[config.mk]
export PLATFORM = sky130hd
export DESIGN_NAME = exp2_lut_arb
export DESIGN_NICKNAME = d
export VERILOG_FILES = /design/src/rtl/exp2_pkg.sv /design/src/rtl/exp2_rr_arb.sv /design/src/rtl/lut_pos.sv /design/src/rtl/exp2_lut_arb.sv
export SDC_FILE = /design/constraint.sdc
export NUM_CORES = 1
export LEC_CHECK = 0
export CAP_MARGIN = 5
export CORE_ASPECT_RATIO = 0.75
export CORE_MARGIN = 2
export CORE_UTILIZATION = 45
export CTS_CLUSTER_DIAMETER = 80
export DETAILED_ROUTE_END_ITERATION = 8
export HOLD_SLACK_MARGIN = 0.08
export PLACE_DENSITY = 0.71
export SLEW_MARGIN = 40
export SYNTH_ARGS = -nofsm -noshare
export SYNTH_HDL_FRONTEND = slang
export SYNTH_HIERARCHICAL = 1
export SYNTH_SLANG_ARGS = --single-unit
[constraint.sdc]
create_clock -name I_CLK -period 3.04 [get_ports I_CLK]
set_clock_uncertainty 0.15 [all_clocks]
set_input_delay 0.608 -clock I_CLK [delete_from_list [all_inputs] [get_ports I_CLK]]
set_output_delay 0.608 -clock I_CLK [all_outputs]
set_load 0.05 [all_outputs]
[src/rtl/exp2_pkg.sv]
`default_nettype none
// ============================================================================
//  Module      : exp2_pkg
//  Description : Shared widths and constants for the 2^x fraction evaluator
//                datapath. Also provides the elaboration-time helper that
//                builds the 128-entry 2^(i/128) table in Q3.13.
//  Contents    : EXP2_IN_W, EXP2_OUT_W, EXP2_ONE, EXP2_ERR_SENT, EXP2_GAP,
//                EXP2_LUT_AW, exp2_lut_entry()
//  Revision    : 1.0  initial release
// ============================================================================
package exp2_pkg;

    localparam int                EXP2_IN_W     = 13;
    localparam int                EXP2_OUT_W    = 16;
    localparam logic [15:0]       EXP2_ONE      = 16'h2000;
    localparam logic [12:0]       EXP2_ERR_SENT = 13'h1FFF;
    localparam logic [12:0]       EXP2_GAP      = 13'd2166;

    // Table address width: the operand is truncated to its top 7 bits,
    // giving 128 evenly spaced fraction points in [0,1).
    localparam int                EXP2_LUT_AW   = 7;

    // Fixed-point roots 2^(1/2^n) scaled by 1e18. Each table entry is the
    // product of the roots selected by the set bits of its index, so no
    // long iteration is needed at elaboration time.
    localparam logic [127:0]      EXP2_SCALE    = 128'd1000000000000000000;
    localparam logic [127:0]      EXP2_HALF     = 128'd500000000000000000;
    localparam logic [127:0]      EXP2_R2       = 128'd1414213562373095049;
    localparam logic [127:0]      EXP2_R4       = 128'd1189207115002721067;
    localparam logic [127:0]      EXP2_R8       = 128'd1090507732665257659;
    localparam logic [127:0]      EXP2_R16      = 128'd1044273782427413840;
    localparam logic [127:0]      EXP2_R32      = 128'd1021897148654116678;
    localparam logic [127:0]      EXP2_R64      = 128'd1010889286051700460;
    localparam logic [127:0]      EXP2_R128     = 128'd1005429901112802821;

    // round(8192 * 2^(idx/128)); constant function, evaluated at elaboration.
    function automatic logic [EXP2_OUT_W-1:0] exp2_lut_entry(
        input logic [EXP2_LUT_AW-1:0] idx
    );
        logic [127:0] acc;
        acc = EXP2_SCALE;
        if (idx[6]) acc = (acc * EXP2_R2   + EXP2_HALF) / EXP2_SCALE;
        if (idx[5]) acc = (acc * EXP2_R4   + EXP2_HALF) / EXP2_SCALE;
        if (idx[4]) acc = (acc * EXP2_R8   + EXP2_HALF) / EXP2_SCALE;
        if (idx[3]) acc = (acc * EXP2_R16  + EXP2_HALF) / EXP2_SCALE;
        if (idx[2]) acc = (acc * EXP2_R32  + EXP2_HALF) / EXP2_SCALE;
        if (idx[1]) acc = (acc * EXP2_R64  + EXP2_HALF) / EXP2_SCALE;
        if (idx[0]) acc = (acc * EXP2_R128 + EXP2_HALF) / EXP2_SCALE;
        acc = (acc * 128'd8192 + EXP2_HALF) / EXP2_SCALE;
        return EXP2_OUT_W'(acc);
    endfunction

endpackage
`default_nettype wire

[src/rtl/exp2_rr_arb.sv]
`default_nettype none
// ============================================================================
//  Module      : exp2_rr_arb
//  Description : Round-robin grant generator. Searches ptr, ptr+1, ... mod
//                NUM_REQ for the first active request. The pointer moves to
//                one past the granted requester only when the grant is used.
//  Ports       : clk, rst         clock, synchronous active-high reset
//                i_req  [N-1:0]   request vector
//                i_accept         grant consumed this cycle
//                o_grant[N-1:0]   one-hot grant (zero if no request)
//                o_grant_id       index of granted requester
//                o_any            at least one request active
//  Revision    : 1.0  initial release
// ============================================================================
module exp2_rr_arb #(
    parameter  int NUM_REQ = 4,
    localparam int ID_W    = $clog2(NUM_REQ)
) (
    input  logic               clk,
    input  logic               rst,
    input  logic [NUM_REQ-1:0] i_req,
    input  logic               i_accept,
    output logic [NUM_REQ-1:0] o_grant,
    output logic [ID_W-1:0]    o_grant_id,
    output logic               o_any
);

    logic [ID_W-1:0] r_ptr;
    logic [ID_W-1:0] w_cand;
    logic [ID_W-1:0] w_id;
    logic            w_found;

    always_comb begin
        w_cand  = '0;
        w_id    = '0;
        w_found = 1'b0;
        for (int off = 0; off < NUM_REQ; off++) begin
            w_cand = ID_W'((int'(r_ptr) + off) % NUM_REQ);
            if (!w_found && i_req[w_cand]) begin
                w_found = 1'b1;
                w_id    = w_cand;
            end
        end
    end

    assign o_grant    = w_found ? (NUM_REQ'(1) << w_id) : '0;
    assign o_grant_id = w_id;
    assign o_any      = w_found;

    always_ff @(posedge clk) begin
        if (rst) begin
            r_ptr <= '0;
        end else if (i_accept) begin
            r_ptr <= (w_id == ID_W'(NUM_REQ - 1)) ? '0 : w_id + 1'b1;
        end
    end

endmodule
`default_nettype wire

[src/rtl/lut_pos.sv]
`default_nettype none
// ============================================================================
//  Module      : lut_pos
//  Description : Combinational 2^x evaluator for a positive Q0.13 fraction.
//                Result in Q3.13 (1.0 = 16'h2000). The operand is truncated
//                to a 128-point table. The sentinel 13'h1FFF and the
//                piecewise-gap point 13'd2166 fall back to 1.0.
//  Ports       : i_x [12:0]  operand, unsigned Q0.13
//                o_y [15:0]  2^x, Q3.13
//  Revision    : 1.0  initial release
// ============================================================================
module lut_pos
    import exp2_pkg::*;
(
    input  logic [EXP2_IN_W-1:0]  i_x,
    output logic [EXP2_OUT_W-1:0] o_y
);

    logic [EXP2_OUT_W-1:0]  w_lut [2**EXP2_LUT_AW];
    logic [EXP2_LUT_AW-1:0] w_idx;
    logic                   w_fallback;

    genvar gi;
    generate
        for (gi = 0; gi < 2**EXP2_LUT_AW; gi++) begin : g_lut
            localparam logic [EXP2_OUT_W-1:0] c_val =
                exp2_lut_entry(EXP2_LUT_AW'(gi));
            assign w_lut[gi] = c_val;
        end
    endgenerate

    assign w_idx      = i_x[EXP2_IN_W-1 -: EXP2_LUT_AW];
    assign w_fallback = (i_x == EXP2_ERR_SENT) | (i_x == EXP2_GAP);
    assign o_y        = w_fallback ? EXP2_ONE : w_lut[w_idx];

endmodule
`default_nettype wire

[src/rtl/exp2_lut_arb.sv]
`default_nettype none
// ============================================================================
//  Module      : exp2_lut_arb
//  Description : Shares one lut_pos 2^x evaluator among NUM_REQ softmax
//                lanes. Round-robin arbitration, 2-stage pipeline
//                (operand register -> result register), valid/ready on both
//                sides, requester ID returned with every result.
//  Ports       : I_CLK, I_RST          clock, synchronous active-high reset
//                I_REQ_VLD/O_REQ_RDY   per-requester handshake
//                I_REQ_DATA            packed Q0.13 operands, lane k at 13k
//                O_RES_VLD/I_RES_RDY   result handshake
//                O_RES_DATA            2^x, Q3.13
//                O_RES_ID              requester index of the result
//                O_RES_ERR             operand hit the LUT fallback
//                O_BUSY                an item is in flight
//  Config      : EXP2_ARB_ERR_EN - when defined, O_RES_ERR flags sentinel
//                and gap operands; otherwise O_RES_ERR is tied low.
//  Revision    : 1.0  initial release
// ============================================================================
module exp2_lut_arb
    import exp2_pkg::*;
#(
    parameter  int NUM_REQ = 4,
    localparam int ID_W    = $clog2(NUM_REQ)
) (
    input  logic                         I_CLK,
    input  logic                         I_RST,
    input  logic [NUM_REQ-1:0]           I_REQ_VLD,
    output logic [NUM_REQ-1:0]           O_REQ_RDY,
    input  logic [NUM_REQ*EXP2_IN_W-1:0] I_REQ_DATA,
    output logic                         O_RES_VLD,
    input  logic                         I_RES_RDY,
    output logic [EXP2_OUT_W-1:0]        O_RES_DATA,
    output logic [ID_W-1:0]              O_RES_ID,
    output logic                         O_RES_ERR,
    output logic                         O_BUSY
);

    logic [NUM_REQ-1:0]    w_grant;
    logic [ID_W-1:0]       w_grant_id;
    logic                  w_any;
    logic                  w_s1_adv;
    logic                  w_s1_load;
    logic                  w_accept;
    logic                  w_s2_load;
    logic [EXP2_IN_W-1:0]  w_opnd;
    logic [EXP2_OUT_W-1:0] w_lut_y;

    logic                  r_s1_vld;
    logic [EXP2_IN_W-1:0]  r_s1_data;
    logic [ID_W-1:0]       r_s1_id;
    logic                  r_s2_vld;
    logic [EXP2_OUT_W-1:0] r_s2_data;
    logic [ID_W-1:0]       r_s2_id;

    // Stage 2 drains when empty or consumed; stage 1 can refill whenever it
    // is empty or moving on, so ready only drops with both stages full.
    assign w_s1_adv  = ~r_s2_vld | I_RES_RDY;
    assign w_s1_load = ~r_s1_vld | w_s1_adv;
    assign w_accept  = w_any & w_s1_load;
    assign w_s2_load = r_s1_vld & w_s1_adv;

    exp2_rr_arb #(
        .NUM_REQ    (NUM_REQ)
    ) u_arb (
        .clk        (I_CLK),
        .rst        (I_RST),
        .i_req      (I_REQ_VLD),
        .i_accept   (w_accept),
        .o_grant    (w_grant),
        .o_grant_id (w_grant_id),
        .o_any      (w_any)
    );

    assign O_REQ_RDY = w_grant & {NUM_REQ{w_s1_load}};

    // Operand mux driven by the one-hot grant.
    always_comb begin
        w_opnd = '0;
        for (int k = 0; k < NUM_REQ; k++) begin
            if (w_grant[k]) begin
                w_opnd = I_REQ_DATA[k*EXP2_IN_W +: EXP2_IN_W];
            end
        end
    end

    lut_pos u_lut (
        .i_x (r_s1_data),
        .o_y (w_lut_y)
    );

    always_ff @(posedge I_CLK) begin
        if (I_RST) begin
            r_s1_vld  <= 1'b0;
            r_s1_data <= '0;
            r_s1_id   <= '0;
            r_s2_vld  <= 1'b0;
            r_s2_data <= '0;
            r_s2_id   <= '0;
        end else begin
            r_s1_vld <= w_accept | (r_s1_vld & ~w_s1_adv);
            if (w_accept) begin
                r_s1_data <= w_opnd;
                r_s1_id   <= w_grant_id;
            end
            r_s2_vld <= w_s2_load | (r_s2_vld & ~I_RES_RDY);
            if (w_s2_load) begin
                r_s2_data <= w_lut_y;
                r_s2_id   <= r_s1_id;
            end
        end
    end

`ifdef EXP2_ARB_ERR_EN
    logic w_err;
    logic r_s2_err;

    assign w_err = (r_s1_data == EXP2_ERR_SENT) | (r_s1_data == EXP2_GAP);

    always_ff @(posedge I_CLK) begin
        if (I_RST) begin
            r_s2_err <= 1'b0;
        end else if (w_s2_load) begin
            r_s2_err <= w_err;
        end
    end

    assign O_RES_ERR = r_s2_err;
`else
    assign O_RES_ERR = 1'b0;
`endif

    assign O_RES_VLD  = r_s2_vld;
    assign O_RES_DATA = r_s2_data;
    assign O_RES_ID   = r_s2_id;
    assign O_BUSY     = r_s1_vld | r_s2_vld;

endmodule
`default_nettype wire

==> metrics <==
R2R depth 9; Cell Area, Placed 5420 um^2; Sink Count 37; number of global-route vias before repair 4672; first-pass GRT wire length 24200 um; Synth cell types 85; CTS Buf Count 5; Filler cells 855; DRC viols 0; CP bufs+invs 2; Levels on crit path 8; WP data arrival 2.24 ns; Post-DP HPWL 11400 um; Tot GR Track Use 0.288; power per standard cell area 685 nW/um^2; grt ovf 0; Post-synth EDFFs 0; Core Rows 31; Top delay family on crit path simple AND/OR/NAND/NOR gates; routed vias 5018; part of the power in combinational logic 0.669; post-synth top area share 0.171; Hold Crit Class register to register; P_sw 1810 uW; RD Place Congestion 0.990; cell chain of the critical path clkdlybuf4s15_1 > and2b_2 > a2111oi_4 > or2_1 > ha_2 > nor2b_4 > and2_4 > buf_12; syn_area_per_cell 7.49 um^2; Post-synth top cells 53 x a21oi_1, 52 x o21ai_0, 37 x dfxtp_1; pre-CTS setup slack -0.320 ns; Starting Density 0.457; Multi-input gate area 3230 um^2; max-cap viol count 0; core box area 9500 um^2; Crit-path slowest cell a2111oi_4; status completed; CP max stage delay 0.34 ns; max_slew headroom 0.493; setup violators final 0; Pre-antenna DRT Iters 6; Synth area leaders dfxtp_1 17%, ha_1 6.3%, a21oi_1 6.1%, o21ai_0 6.0%, nand2b_1 4.8%; final hold vios 0; area delta synth->final 29.8%; I/O pin total 84; CP endpoint O_REQ_RDY[3]; Reg clk slew, reported paths 0.06 ns; sequential area share after synthesis 0.171; Final WS setup 0.0408 ns; wire per inst 19.7 um; Int Pwr 2050 uW; R2R Setup Slk 0.29 ns; antenna diode instance count 0; Worst Setup SP I_REQ_VLD[0]; hold path depth 2; Final nets 738; Clock Root Buffer clkbuf_16; initial drt markers 754; Leak Pwr 0.00212 uW; min cycle time layout 3.00 ns; post-route ant nets 0; final core occ 0.593; Worst Setup Path Type primary input to output pin; Sw Ratio 0.468; H-tree Lvls 2; maximum clock path buffer count 2; Finished Layout Cells 790; most common cell in the synthesized netlist a21oi_1; total chip power 3860 uW; design area 5640 um^2; port bufs 82; largest net degree at the start of global routing 62; Max Freq 333 MHz; FF+latch area 743 um^2; Syn. warnings 6; Reg power frac 0.175; Worst-Margin Slew 0.754 ns; CTS tree built; Post-Route WL 15600 um; reg-to-reg endpoint O_RES_DATA[2]; layout cell share with drive strength beyond 1 0.152; Cells after Synth 580; initial antenna violation count 0; Setup crit start kind primary input; FF+latch count, synth 37; Async SR Flop Fraction 0; Synth Flop Type dfxtp_1; crit end category output pin; Final Cycle Share 0.987; clk_lat worst skew 0.28 ns; FF-to-FF Start r_s1_data[6]; Crit Path Max Fanout 3; Cell Area, Synth 4340 um^2; Yosys top cell by area dfxtp_1; VDD IR max 0.000299 V; Slew Limit Fails 0; Placed Instances 779; chip height 89.1 um; vias per std cell 6.35; width of the die 117 um; clock power share 0.157; Die Area 10500 um^2; WP data required 2.28 ns
-- worst min path at each step --
stage,start,end
2_1_floorplan,r_s1_data[10],r_s1_data[10]
4_1_cts,r_s1_id[0],O_RES_ID[0]
3_5_place_dp,r_s1_id[0],O_RES_ID[0]
3_3_place_gp,r_s1_data[2],r_s1_data[2]
6_report,O_RES_DATA[7],O_RES_DATA[7]
5_1_grt,r_s1_data[1],r_s1_data[1]
-- cells by family (layout without fill, tap and decap cells) --
| logic type | Yosys count | in the layout | synth area share |
|---|---|---|---|
| AO/OA/AOI/OAI | 245 | 245 | 0.404 |
| buffers and inverters | 77 | 154 | 0.0942 |
| AND/OR/NAND/NOR | 189 | 189 | 0.243 |
| XOR/XNOR | 1 | 1 | 0.00202 |
| multiplexers | 6 | 6 | 0.0202 |
| other | 3 | 4 | 0.00259 |
| flip-flops | 37 | 37 | 0.171 |
| adder cells (fa/ha/maj) | 22 | 22 | 0.0634 |
-- power groups by stage --
stage          clock (uW)  sequential [uW]  combinational (uW)
2_1_floorplan           0              775                1610
3_3_place_gp            0              678                2470
3_5_place_dp            0              683                2480
4_1_cts               613              672                2500
5_1_grt               634              689                2750
6_report              605              675                2580
-- sequential cells by signal, indices dropped and copies added (netlist names) --
name	count
r_s1_id	2
r_s1_vld	1
O_RES_VLD	1
O_RES_DATA	16
u_arb/r_ptr	2
r_s1_data	13
O_RES_ID	2
-- routing by layer --
layer  vias to the layer above  global-route usage  wire length [um]
li1                       2352                   -                 -
met4                         0              0.0821               245
met1                      2338               0.407              7030
met3                        26              0.0651              1600
met2                       302               0.443              6670
met5                         -                   0                 0
-- placed cells by master (no fill, tap or decap), types with 6 or more instances in the layout --
cell type	n
nand2_1	21
a21oi_1	53
nand3_1	33
ha_1	21
a31oi_1	7
dfxtp_1	35
nor3_1	9
a221oi_1	7
a21o_1	9
o21ai_0	51
a32o_1	12
nor2_1	34
a221o_1	11
buf_12	8
inv_1	13
o211ai_1	11
nand2b_1	33
buf_4	43
a211oi_1	8
o31ai_1	6
clkdlybuf4s50_1	74
nor2b_1	9
-- per-stage QoR --
stage | hold slack, ns | setup TNS, ns
global route | 0.340 | -0.0133
floorplan | 0.287 | 0
CTS | 0.322 | 0
finish | 0.324 | 0
global placement | 0.303 | -2.99
detailed placement | 0.314 | -4.83
-- area by class of cell --
type,instances,area share
Multi-Input combinational cell,467,0.573
Clock inverter,3,0.00821
Clock buffer,5,0.0222
Inverter,16,0.0107
Tap cell,132,0.0293
Timing Repair Buffer,130,0.225
Sequential cell,37,0.132
-- worst register-to-register path, cell delays in order (launching register included) --
cell and delay, ns:
dfxtp_1 0.46, inv_1 0.09, ha_1 0.39, nand2b_1 0.25, o21ai_0 0.11, mux4_2 0.50, a211o_1 0.33, a21oi_2 0.17
nand3_1 0.09, a21oi_1 0.14
-- what timing repair did --
item	CTS	global route
pin swaps	3	2
gates resized for setup	12	5
setup endpoints to repair	16	4
setup buffers	1	2
hold buffers	0	0
(Power assumes the default switching activity.)
